--- src/rtl/add_share_sched.sv ---
`timescale 1ns/1ps
`default_nettype none
// ============================================================================
//  Module   : add_share_sched
//  Purpose  : Round-robin scheduler sharing one fixed-point adder between
//             N_REQ requesters. Each granted operand pair is sign-extended,
//             added, arithmetically shifted down to OUT_W bits and carried
//             through a LAT-deep {valid, tag, data} delay line. Results are
//             returned in grant order, tagged with the requester index.
//  Revision : 1.0 - initial release
// ============================================================================
module add_share_sched #(
  parameter int N_REQ = 4,
  parameter int IN_W  = 13,
  parameter int OUT_W = 12,
  parameter int LAT   = 2,
  parameter int TAG_W = 2
) (
  input  logic                    i_clk,
  input  logic                    i_rst_n,
  input  logic [N_REQ-1:0]        i_req_valid,
  output logic [N_REQ-1:0]        o_req_ready,
  input  logic [N_REQ*IN_W-1:0]   i_req_a,
  input  logic [N_REQ*IN_W-1:0]   i_req_b,
  input  logic                    i_hold,
  output logic                    o_res_valid,
  output logic [TAG_W-1:0]        o_res_tag,
  output logic [OUT_W-1:0]        o_res_data,
  output logic                    o_busy
);

  // Number of LSBs discarded when narrowing the IN_W+1 bit sum to OUT_W.
  localparam int SHIFT = IN_W + 1 - OUT_W;

  logic [TAG_W-1:0] ptr_q;
  logic [TAG_W-1:0] ptr_d;
  logic             gnt_found;
  logic [TAG_W-1:0] gnt_idx;
  logic             xfer;
  logic [IN_W-1:0]  a_sel;
  logic [IN_W-1:0]  b_sel;
  logic [OUT_W-1:0] fmt_d;
  logic             busy_d;
  logic             busy_q;

  logic [LAT-1:0]   vld_q;
  logic [TAG_W-1:0] tag_q [LAT];
  logic [OUT_W-1:0] dat_q [LAT];

  // Round-robin search: first valid requester starting at the pointer.
  always_comb begin
    int               sum;
    logic [TAG_W-1:0] cand;
    gnt_found = 1'b0;
    gnt_idx   = '0;
    for (int i = 0; i < N_REQ; i++) begin
      sum = int'(ptr_q) + i;
      if (sum >= N_REQ) begin
        sum = sum - N_REQ;
      end
      cand = TAG_W'(sum);
      if (!gnt_found && i_req_valid[cand]) begin
        gnt_found = 1'b1;
        gnt_idx   = cand;
      end
    end
  end

  // Grant is one-hot (or zero when held / nobody asks).
  assign o_req_ready = (gnt_found && !i_hold) ? (N_REQ'(1) << gnt_idx) : '0;
  assign xfer        = |(i_req_valid & o_req_ready);

  // Operand mux for the granted requester, using constant part-selects.
  always_comb begin
    a_sel = '0;
    b_sel = '0;
    for (int k = 0; k < N_REQ; k++) begin
      if (gnt_idx == TAG_W'(k)) begin
        a_sel = i_req_a[k*IN_W +: IN_W];
        b_sel = i_req_b[k*IN_W +: IN_W];
      end
    end
  end

  // Sign-extend by one bit (sum cannot overflow), then floor-shift to OUT_W.
  assign fmt_d = OUT_W'(($signed({a_sel[IN_W-1], a_sel})
                       + $signed({b_sel[IN_W-1], b_sel})) >>> SHIFT);

  // Pointer advances past the granted requester, only on a real transfer.
  always_comb begin
    ptr_d = ptr_q;
    if (xfer) begin
      ptr_d = (gnt_idx == TAG_W'(N_REQ-1)) ? '0 : gnt_idx + 1'b1;
    end
  end

  // Busy reflects the valid bits the stages will hold after this edge.
  always_comb begin
    busy_d = xfer;
    for (int s = 0; s < LAT-1; s++) begin
      busy_d = busy_d | vld_q[s];
    end
  end

  // Arbitration pointer register.
  always_ff @(posedge i_clk or negedge i_rst_n) begin
    if (!i_rst_n) begin
      ptr_q <= '0;
    end else begin
      ptr_q <= ptr_d;
    end
  end

  // Capture stage followed by the delay line; reset drops in-flight work.
  always_ff @(posedge i_clk or negedge i_rst_n) begin
    if (!i_rst_n) begin
      vld_q  <= '0;
      busy_q <= 1'b0;
      for (int s = 0; s < LAT; s++) begin
        tag_q[s] <= '0;
        dat_q[s] <= '0;
      end
    end else begin
      busy_q   <= busy_d;
      vld_q[0] <= xfer;
      if (xfer) begin
        tag_q[0] <= gnt_idx;
        dat_q[0] <= fmt_d;
      end
      for (int s = 1; s < LAT; s++) begin
        vld_q[s] <= vld_q[s-1];
        if (vld_q[s-1]) begin
          tag_q[s] <= tag_q[s-1];
          dat_q[s] <= dat_q[s-1];
        end
      end
    end
  end

  assign o_res_valid = vld_q[LAT-1];
  assign o_res_tag   = tag_q[LAT-1];
  assign o_res_data  = dat_q[LAT-1];
  assign o_busy      = busy_q;

endmodule
`default_nettype wire

--- config.mk ---
export PLATFORM = sky130hd
export DESIGN_NAME = add_share_sched
export DESIGN_NICKNAME = d
export VERILOG_FILES = /design/src/rtl/add_share_sched.sv
export SDC_FILE = /design/constraint.sdc
export NUM_CORES = 1
export LEC_CHECK = 0
export CAP_MARGIN = 20
export CORE_AREA = 2 2 104 81
export CTS_BUF_LIST = sky130_fd_sc_hd__clkbuf_16
export DETAILED_ROUTE_END_ITERATION = 10
export DIE_AREA = 0 0 106 83
export GPL_TIMING_DRIVEN = 0
export PLACE_DENSITY = 0.78
export SYNTH_ARGS = -nofsm -noshare
export SYNTH_HDL_FRONTEND = slang
export SYNTH_SLANG_ARGS = --single-unit
--- constraint.sdc ---
create_clock -name i_clk -period 3.8 [get_ports i_clk]
set_clock_uncertainty 0.15 [all_clocks]
set_input_delay 0.76 -clock i_clk [delete_from_list [all_inputs] [get_ports i_clk]]
set_output_delay 0.76 -clock i_clk [all_outputs]
set_load 0.01 [all_outputs]
==> results.md, run 1 <==
- For the worst setup path, the data required time is 3810 ps.
- The area share of the leading cell type in the synthesized netlist is 27.9%.
- After detailed routing, the average wire length per cell comes to 16.9 um.
- Across the run, the number of max-cap violations was 0.
- The number of standard cells after synthesis is 381.
- The mean area per synthesized cell is 7.77 um2.
- The maximum fanout along the worst path is 8.
- After detailed routing, the number of remaining DRC violations is 0.
- The share of synthesized area spent on multiplexers is 5.71%.
- At the worst endpoint, the arrival time is 3920 ps.
- The adder-cell share of the synthesized area is 6.76%.
- Setup violations remaining at the end of the flow were counted as 6.
- The largest individual stage delay along the critical path comes from the cell sky130_fd_sc_hd__or3_4.
- The depth of the CTS H-tree is 2.
- Dividing the final minimum period by the clock period gives 103%.
- Based on the critical path, the design can be clocked at up to 0.256 GHz.
- The worst-case clock buffer depth is 2.
- Once the floorplan was initialized, standard cells occupied 38.2% of the core.
- The final reports fail on setup timing.
- Port buffering added 130 buffers.
- At the later pin of the worst-skew pair, clock insertion delay measures 280 ps.
- The number of different library cells in the post-synthesis netlist is 49.
- The total I/O pin count is 131.
- The post-synthesis async set-or-reset flop share is 100%.
- The width of the chip is 106 um.
- The total via count after detailed routing is 3657.
- The count of placed standard cells in the final layout, fillers left out is 662.
- By area the synthesized netlist is led by sky130_fd_sc_hd__dfrtp_1 (28%), sky130_fd_sc_hd__a21oi_1 (9.3%), sky130_fd_sc_hd__nand2_1 (8.4%).
- The number of global-route vias before repair is 3595.
- The final critical delay including setup and external delays is 3910 ps.
- The post-route netlist has 25.7% of its cells at a drive strength greater than 1.
- In the final design database the tool counted 683 nets.
- The cell at the root of the clock tree is sky130_fd_sc_hd__clkbuf_16.
- The detail route stage leaves a number of antenna-violating nets equal to 0.
- TritonCTS built the clock tree.
- The share of the synthesized netlist area taken by xor and xnor gates is 0.888%.
- The placed instance count is 617.
- The die is 83 um tall.
- The number of enable flip-flop cells after synthesis is 0.
- The core area is 7740 um2.
- By instance count, the leading cell after synthesis is sky130_fd_sc_hd__nand2_1.
- The worst voltage drop across the vdd grid is 0.356 mV.
- The total count of max-transition violations in the final report is 0.
- The relative area change from synthesis to final layout is 77.5%.
- The floorplan row count is 28.
- The area fraction in compound gates after synthesis is 28.0%.
- The global-route wire length before repair is 16800 um.
- The setup path with the least slack is of type input port to register.
- The post-synthesis instance area is 2960 um2.
- The slew at the pin with the worst max-slew slack is 632 ps.
- The stage delay of the slowest cell on the critical path is 380 ps.
- The ratio of total power to cell area is 776 nW/um2.
- The post-synthesis sequential element count is 33.
- The most common flop cell mapped by yosys is sky130_fd_sc_hd__dfrtp_1.
- In this run the worst hold path is classified as register to register.
- The number of nets in the synthesized netlist is 508.
- The leading area contributor after synthesis is sky130_fd_sc_hd__dfrtp_1.
- After clock tree synthesis, the clock-pin slew on the worst setup and hold paths is 50 ps.
- The total inserted antenna cells is 0.
- By count the netlist is led by sky130_fd_sc_hd__nand2_1 (66), sky130_fd_sc_hd__a21oi_1 (55), sky130_fd_sc_hd__o21ai_0 (35).
- The aggregate routed wire length is 11200 um.
- The iteration-0 DRC count of the detailed router is 260.
- The count of final hold-check violations was 0.
- Once detailed placement completed, the half-perimeter wirelength came to 7830 um.
- Of the synthesized area, sequential elements account for 27.9%.
- In this run the tightest slew margin relative to its limit is 57.7%.
- The initial antenna violation count was 0.
- Setup slack on the critical path of the routed design comes to -111 ps.
- Setup repair after global routing could not meet its margin everywhere.
- The run finished, with violations left.
- Routability-driven placement finished with a final weighted congestion of 0.882.
- The number of buffers created by CTS is 5.
- The aggregate global-route resource usage is 23.6%.
- Clock tree synthesis found a total of 33 sinks.
- For this run the aggregate overflow at the end of global routing stands at 0.
- The sort of element at the start of the critical path is an input port.
- The worst setup path is captured at a register.
- The area enclosed by the die boundary is 8800 um2.
- The detailed-routing iteration count for the pre-antenna-repair pass is 6.
- The most frequent cell on the critical path is sky130_fd_sc_hd__clkbuf_16.
- On the final layout, the worst hold slack is 219 ps.
- The combinational family with the most area after synthesis is compound AO/OA/AOI/OAI gates.
- The static leakage is 2.24 nW.
- The signal on the critical path passes through dlygate4sd2_1 -> a21oi_1 -> a221oi_4 -> inv_2 -> ha_4 -> buf_8 -> clkbuf_16 -> clkbuf_16 -> a21oi_2 -> o21ai_1 -> ha_1 -> nand2_2 -> or3_4 -> o211ai_1 -> o21bai_1 -> a31o_2.
- The average via count per standard cell is 5.52.
- The total number of yosys warnings is 0.
- The largest net degree at the start of global routing is 23.
- The simple-gate share of the synthesized area is 22.5%.
==> cell type report <==
cell class | count | area (um2)
Multi-Input combinational cell | 300 | 2110
Tap cell | 105 | 131
Sequential cell | 33 | 827
Inverter | 7 | 26.3
Timing Repair Buffer | 169 | 1640
Clock buffer | 5 | 125
Fill cell | 593 | 2490
Clock inverter | 3 | 13.8
Buffer | 40 | 380
==> registers in the layout, summed over array words and instances, names as in the netlist <==
register and flops:
dat_q 12, o_res_data 12, o_res_tag 2, ptr_q 2, tag_q 2, vld_q 2, o_busy 1
==> cell usage in the layout (no fill, tap or decap), types with 3 or more instances in the layout <==
cell / n
sky130_fd_sc_hd__a21o_1: 7
sky130_fd_sc_hd__a21oi_1: 38
sky130_fd_sc_hd__a21oi_2: 15
sky130_fd_sc_hd__a22oi_1: 5
sky130_fd_sc_hd__a22oi_2: 3
sky130_fd_sc_hd__a31o_2: 3
sky130_fd_sc_hd__and2_1: 6
sky130_fd_sc_hd__and3_1: 3
sky130_fd_sc_hd__buf_2: 4
sky130_fd_sc_hd__buf_4: 49
sky130_fd_sc_hd__buf_6: 8
sky130_fd_sc_hd__buf_8: 8
sky130_fd_sc_hd__clkbuf_1: 6
sky130_fd_sc_hd__clkbuf_16: 8
sky130_fd_sc_hd__clkdlybuf4s50_1: 125
sky130_fd_sc_hd__dfrtp_1: 32
sky130_fd_sc_hd__ha_1: 13
sky130_fd_sc_hd__inv_1: 6
sky130_fd_sc_hd__mux2_2: 14
sky130_fd_sc_hd__nand2_1: 64
sky130_fd_sc_hd__nand2b_1: 3
sky130_fd_sc_hd__nand3_1: 7
sky130_fd_sc_hd__nand3b_1: 20
sky130_fd_sc_hd__nor2_1: 10
sky130_fd_sc_hd__nor3b_1: 5
sky130_fd_sc_hd__o21ai_0: 18
sky130_fd_sc_hd__o21ai_1: 17
==> metal layers <==
metal | wire (um) | GRT usage (%) | vias up
met5 | 0 | 0 | -
met3 | 896 | 6.59 | 19
li1 | - | - | 1719
met2 | 5340 | 38.7 | 170
met4 | 182 | 6.70 | 0
met1 | 4770 | 30.4 | 1749
==> worst max-delay path: cells and delay by family <==
kind            cells  cell delay, ps
simple gates        2             470
fa+ha+maj           2             530
buf+inv             5             880
compound gates      7            1260
==> path summary, 6_finish.rpt <==
kind,from,to,slack [ps],cells after the start
setup / recovery,i_req_valid[3],dat_q[23]$_DFFE_PN0P_,-110,16
hold / removal,vld_q[0]$_DFF_PN0_,vld_q[1]$_DFF_PN0_,220,0
setup reg to reg,ptr_q[1]$_DFFE_PN0P_,dat_q[23]$_DFFE_PN0P_,-40,15
hold reg to reg,vld_q[0]$_DFF_PN0_,vld_q[1]$_DFF_PN0_,220,0
max in group asynchronous,i_rst_n,ptr_q[1]$_DFFE_PN0P_,2230,2
min in group asynchronous,i_rst_n,tag_q[2]$_DFFE_PN0P_,730,1
==> kinds of logic (layout without fill, tap and decap cells) <==
logic type,after synthesis,in the layout
AO/OA/AOI/OAI,134,134
XOR/XNOR,3,3
adder cells (fa/ha/maj),16,16
buffers and inverters,48,224
flip-flops,33,33
multiplexers,15,15
AND/OR/NAND/NOR,132,132
==> stage by stage <==
step	setup WS [ps]	TNS, ps	instance area, um2	utilization (%)	total power [mW]
floorplan	-97.4	-291	3040	-	2.13
global placement	-1120	-12770	4470	57.7	2.75
detailed placement	-1180	-13880	4500	58.1	2.82
CTS	-70.6	-191	5040	65.0	3.64
global route	-250	-1350	5260	67.9	4.35
finish	-111	-345	5260	67.9	4.08
==> timing repair <==
action / CTS / global route
pin swaps: 27 / 26
setup endpoints to repair: 16 / 12
cloned: 1 / 2
hold buffers: 0 / 0
buffers inserted: 24 / 12
resized for setup: 79 / 38
==> power breakdown <==
group          leakage, nW  total, mW  switching, mW  internal (mW)
clock               0.0748      0.377          0.139          0.237
combinational         1.76       3.10           1.48           1.61
sequential           0.411      0.604         0.0895          0.514
Note: power is estimated with default switching activity, not from simulation.
==> run 2, diff against run 1 <==
--- a/config.mk
+++ b/config.mk
@@ -10,6 +10,7 @@
 export CTS_BUF_LIST = sky130_fd_sc_hd__clkbuf_16
 export DETAILED_ROUTE_END_ITERATION = 10
 export DIE_AREA = 0 0 106 83
+export GPL_ROUTABILITY_DRIVEN = 0
 export GPL_TIMING_DRIVEN = 0
 export PLACE_DENSITY = 0.78
 export SYNTH_ARGS = -nofsm -noshare
==> results.md, run 2 (synthesized netlist as in run 1, its figures left out) <==
- The count of placed standard cells in the final layout, fillers left out is 653 (was 662).
- The worst-case clock buffer depth is 2 (unchanged).
- Outcome: complete, but fails checks (unchanged).
- The start point of the worst hold path is vld_q[0]$_DFF_PN0_ (unchanged).
- The initial antenna violation count came to 0 (unchanged).
- The final setup violation count came to 8 (was 6).
- The detailed-routing iteration count for the pre-antenna-repair pass is 4 (was 6).
- The sum of internal, switching and leakage power is 4.03 mW (was 4.08 mW).
- The clock tree from TritonCTS was done (unchanged).
- The core utilization of the finished layout is 67.1% (was 67.9%).
- The sort of element at the start of the critical path is an input port (unchanged).
- The number of global-route vias before repair is 3520 (was 3595).
- The startpoint of the worst setup timing path was i_req_valid[0] (was i_req_valid[3]).
- The worst relative slew slack was 56.8% (was 57.7%).
- The total inserted antenna cells came to 0 (unchanged).
- The slew at the pin with the worst max-slew slack is 648 ps (was 632 ps).
- The static leakage came to 2.20 nW (was 2.24 nW).
- The placed wire-length estimate is 7710 um (was 7830 um).
- The width of the chip is 106 um (unchanged).
- The switching power of the nets came to 1.68 mW (was 1.71 mW).
- The final cycle utilization of the critical path is 106% (was 103%).
- The total count of max-transition violations in the final report is 0 (unchanged).
- The area enclosed by the die boundary is 8800 um2 (unchanged).
- The die boundary height was 83 um (unchanged).
- The number of fill cells is 626 (was 593).
- Cells traversed along the worst timing path: buf_8 -> buf_4 -> a21oi_1 -> o21a_1 -> o22ai_4 -> ha_4 -> buf_8 -> buf_8 -> a22oi_2 -> nor2_1 -> a21oi_1 -> o21ai_1 -> ha_1 -> a21o_1 -> a21o_1 -> a211o_1 -> a21o_1 -> a31o_2 (was dlygate4sd2_1 -> a21oi_1 -> a221oi_4 -> inv_2 -> ha_4 -> buf_8 -> clkbuf_16 -> clkbuf_16 -> a21oi_2 -> o21ai_1 -> ha_1 -> nand2_2 -> or3_4 -> o211ai_1 -> o21bai_1 -> a31o_2).
- RSZ-0062 raised after global routing: yes (unchanged).
- The final critical delay including setup and external delays is 4020 ps (was 3910 ps).
- The number of buffers created by CTS is 5 (unchanged).
- The largest net degree at the start of global routing is 22 (was 23).
- The overall overflow remaining after global route is 0 (unchanged).
- Violated checks: setup timing (unchanged).
- The ratio of total power to cell area was 775 nW/um2 (was 776 nW/um2).
- The stage delay of the slowest cell on the critical path is 360 ps (was 380 ps).
- The relative area change from synthesis to final layout came to 75.6% (was 77.5%).
- The cell at the root of the clock tree was sky130_fd_sc_hd__clkbuf_16 (unchanged).
- The critical path endpoint category is a register (unchanged).
- The count of buffers inserted at the top-level ports was 130 (unchanged).
- The critical path required time is 3820 ps (was 3810 ps).
- The internal power summed over all cells is 2.35 mW (was 2.36 mW).
- The signal arrival time at the worst endpoint came to 4030 ps (was 3920 ps).
- The cell type of the slowest stage on the worst timing path is sky130_fd_sc_hd__a211o_1 (was sky130_fd_sc_hd__or3_4).
- The starting density of the core is 38.2% (unchanged).
- The placed instance count is 617 (unchanged).
- The part of the power in the clock network was 10.9% (was 9.2%).
- The pre-CTS setup slack is -1190 ps (was -1180 ps).
- The portion of total power attributed to sequential cells is 14.9% (was 14.8%).
- The number of remaining DRC errors is 0 (unchanged).
- The final-layout setup total negative slack is -1080 ps (was -345 ps).
- The category of the critical setup timing path is input port to register (unchanged).
- The wire length per cell after detailed routing is 17.0 um (was 16.9 um).
- The startpoint of the worst-slack reg-to-reg timing path is ptr_q[1]$_DFFE_PN0P_ (unchanged).
- The number of max-cap violations is 0 (unchanged).
- The share of final-layout standard cells stronger than drive strength 1 is 24.3% (was 25.7%).
- The average via count per standard cell was 5.63 (was 5.52).
- The number of sinks on the clock net is 33 (unchanged).
- The aggregate routed wire length is 11100 um (was 11200 um).
- The final antenna-violating net count is 0 (unchanged).
- The clock transition at the registers of the reported paths is 50 ps (about the same).
- The switching power share of the total is 41.6% (was 42.0%).
- The core area is 7740 um2 (unchanged).
- The depth of the CTS H-tree is 2 (unchanged).
- The iteration-0 DRC count of the detailed router is 188 (was 260).
- The number of nets in the layout is 674 (was 683).
- The most frequent standard cell in the layout excluding fill and tap cells is sky130_fd_sc_hd__clkdlybuf4s50_1 (unchanged).
- The total via count after detailed routing is 3674 (was 3657).
- The floorplan row count is 28 (unchanged).
- The worst voltage drop across the vdd grid is 0.351 mV (was 0.356 mV).
- The maximum fanout along the worst path is 10 (was 8).
- The total I/O pin count is 131 (unchanged).
- The global-route wire length before repair is 16300 um (was 16800 um).
- The count of final hold-check violations is 0 (unchanged).
- The final worst setup slack is -218 ps (was -111 ps).
- Top library cells by usage in the layout, fill and taps aside: sky130_fd_sc_hd__clkdlybuf4s50_1 (125), sky130_fd_sc_hd__nand2_1 (64), sky130_fd_sc_hd__a21oi_1 (41), sky130_fd_sc_hd__buf_4 (41), sky130_fd_sc_hd__dfrtp_1 (33) (was sky130_fd_sc_hd__clkdlybuf4s50_1 (125), sky130_fd_sc_hd__nand2_1 (64), sky130_fd_sc_hd__buf_4 (49)).
- The part of the power in combinational logic is 74.1% (was 76.0%).
- The clock latency on the worst-skew pair came to 280 ps (about the same).
- The worst hold path class is register to register (unchanged).
- The aggregate global-route resource usage is 22.7% (was 23.6%).
- The fmax was 0.249 GHz (was 0.256 GHz).
run 2: what timing repair did:
action / 4_1_cts / 5_1_grt
setup endpoints to repair: 19 / 13
hold buffers: 0 / 0
setup buffers: 19 / 9
cloned: 0 / 1
gates resized for setup: 60 / 61
hold endpoints to repair: 0 / 0
pin swaps: 22 / 32
run 2: critical path, delay by kind of cell:
kind            cells  cell delay (ps)
buf+inv             4              520
simple gates        1               60
compound gates     11             2120
fa+ha+maj           2              560
run 2: path summary, 6_finish.rpt:
check | slack (ps) | cells past startpoint | endpoint
worst min register to register | 220 | 0 | vld_q[1]$_DFF_PN0_
worst max-delay path | -220 | 18 | dat_q[18]$_DFFE_PN0P_
min in group asynchronous | 720 | 1 | o_busy$_DFF_PN0_
worst max register to register | -170 | 14 | dat_q[18]$_DFFE_PN0P_
max in group asynchronous | 2230 | 2 | dat_q[13]$_DFFE_PN0P_
worst min-delay path | 220 | 0 | vld_q[1]$_DFF_PN0_
run 2: routing by layer:
metal	up-vias	routed length [um]	part of all wire [%]	global-route usage [%]
met5	-	0	0	0
li1	1699	-	-	-
met1	1763	4410	40	29.6
met2	187	5480	49	38.1
met3	25	969	8.7	4.87
met4	0	260	2.3	6.46
run 2: power groups by stage:
stage / clock network [mW] / logic (mW) / registers, mW
after detailed placement: 0 / 2.21 / 0.602
after global routing: 0.469 / 3.20 / 0.625
after global placement: 0 / 2.15 / 0.599
after CTS: 0.447 / 2.53 / 0.600
after floorplan: 0 / 1.55 / 0.577
final: 0.441 / 2.99 / 0.601
run 2: cell type report:
class                           count  area (um2)  area share, %
Clock inverter                      3        37.5          0.722
Tap cell                          105         131           2.53
Multi-Input combinational cell    300        2130           40.9
Buffer                             40         355           6.84
Inverter                            7        26.3          0.505
Sequential cell                    33         826           15.9
Timing Repair Buffer              160        1570           30.2
Clock buffer                        5         125           2.41
run 2: through the flow:
step / instance area, um2 / hold WS (ps)
after floorplan: 3040 / 202
after global placement: 4470 / 212
after detailed placement: 4490 / 217
after CTS: 4920 / 228
after global routing: 5200 / 251
final: 5200 / 222
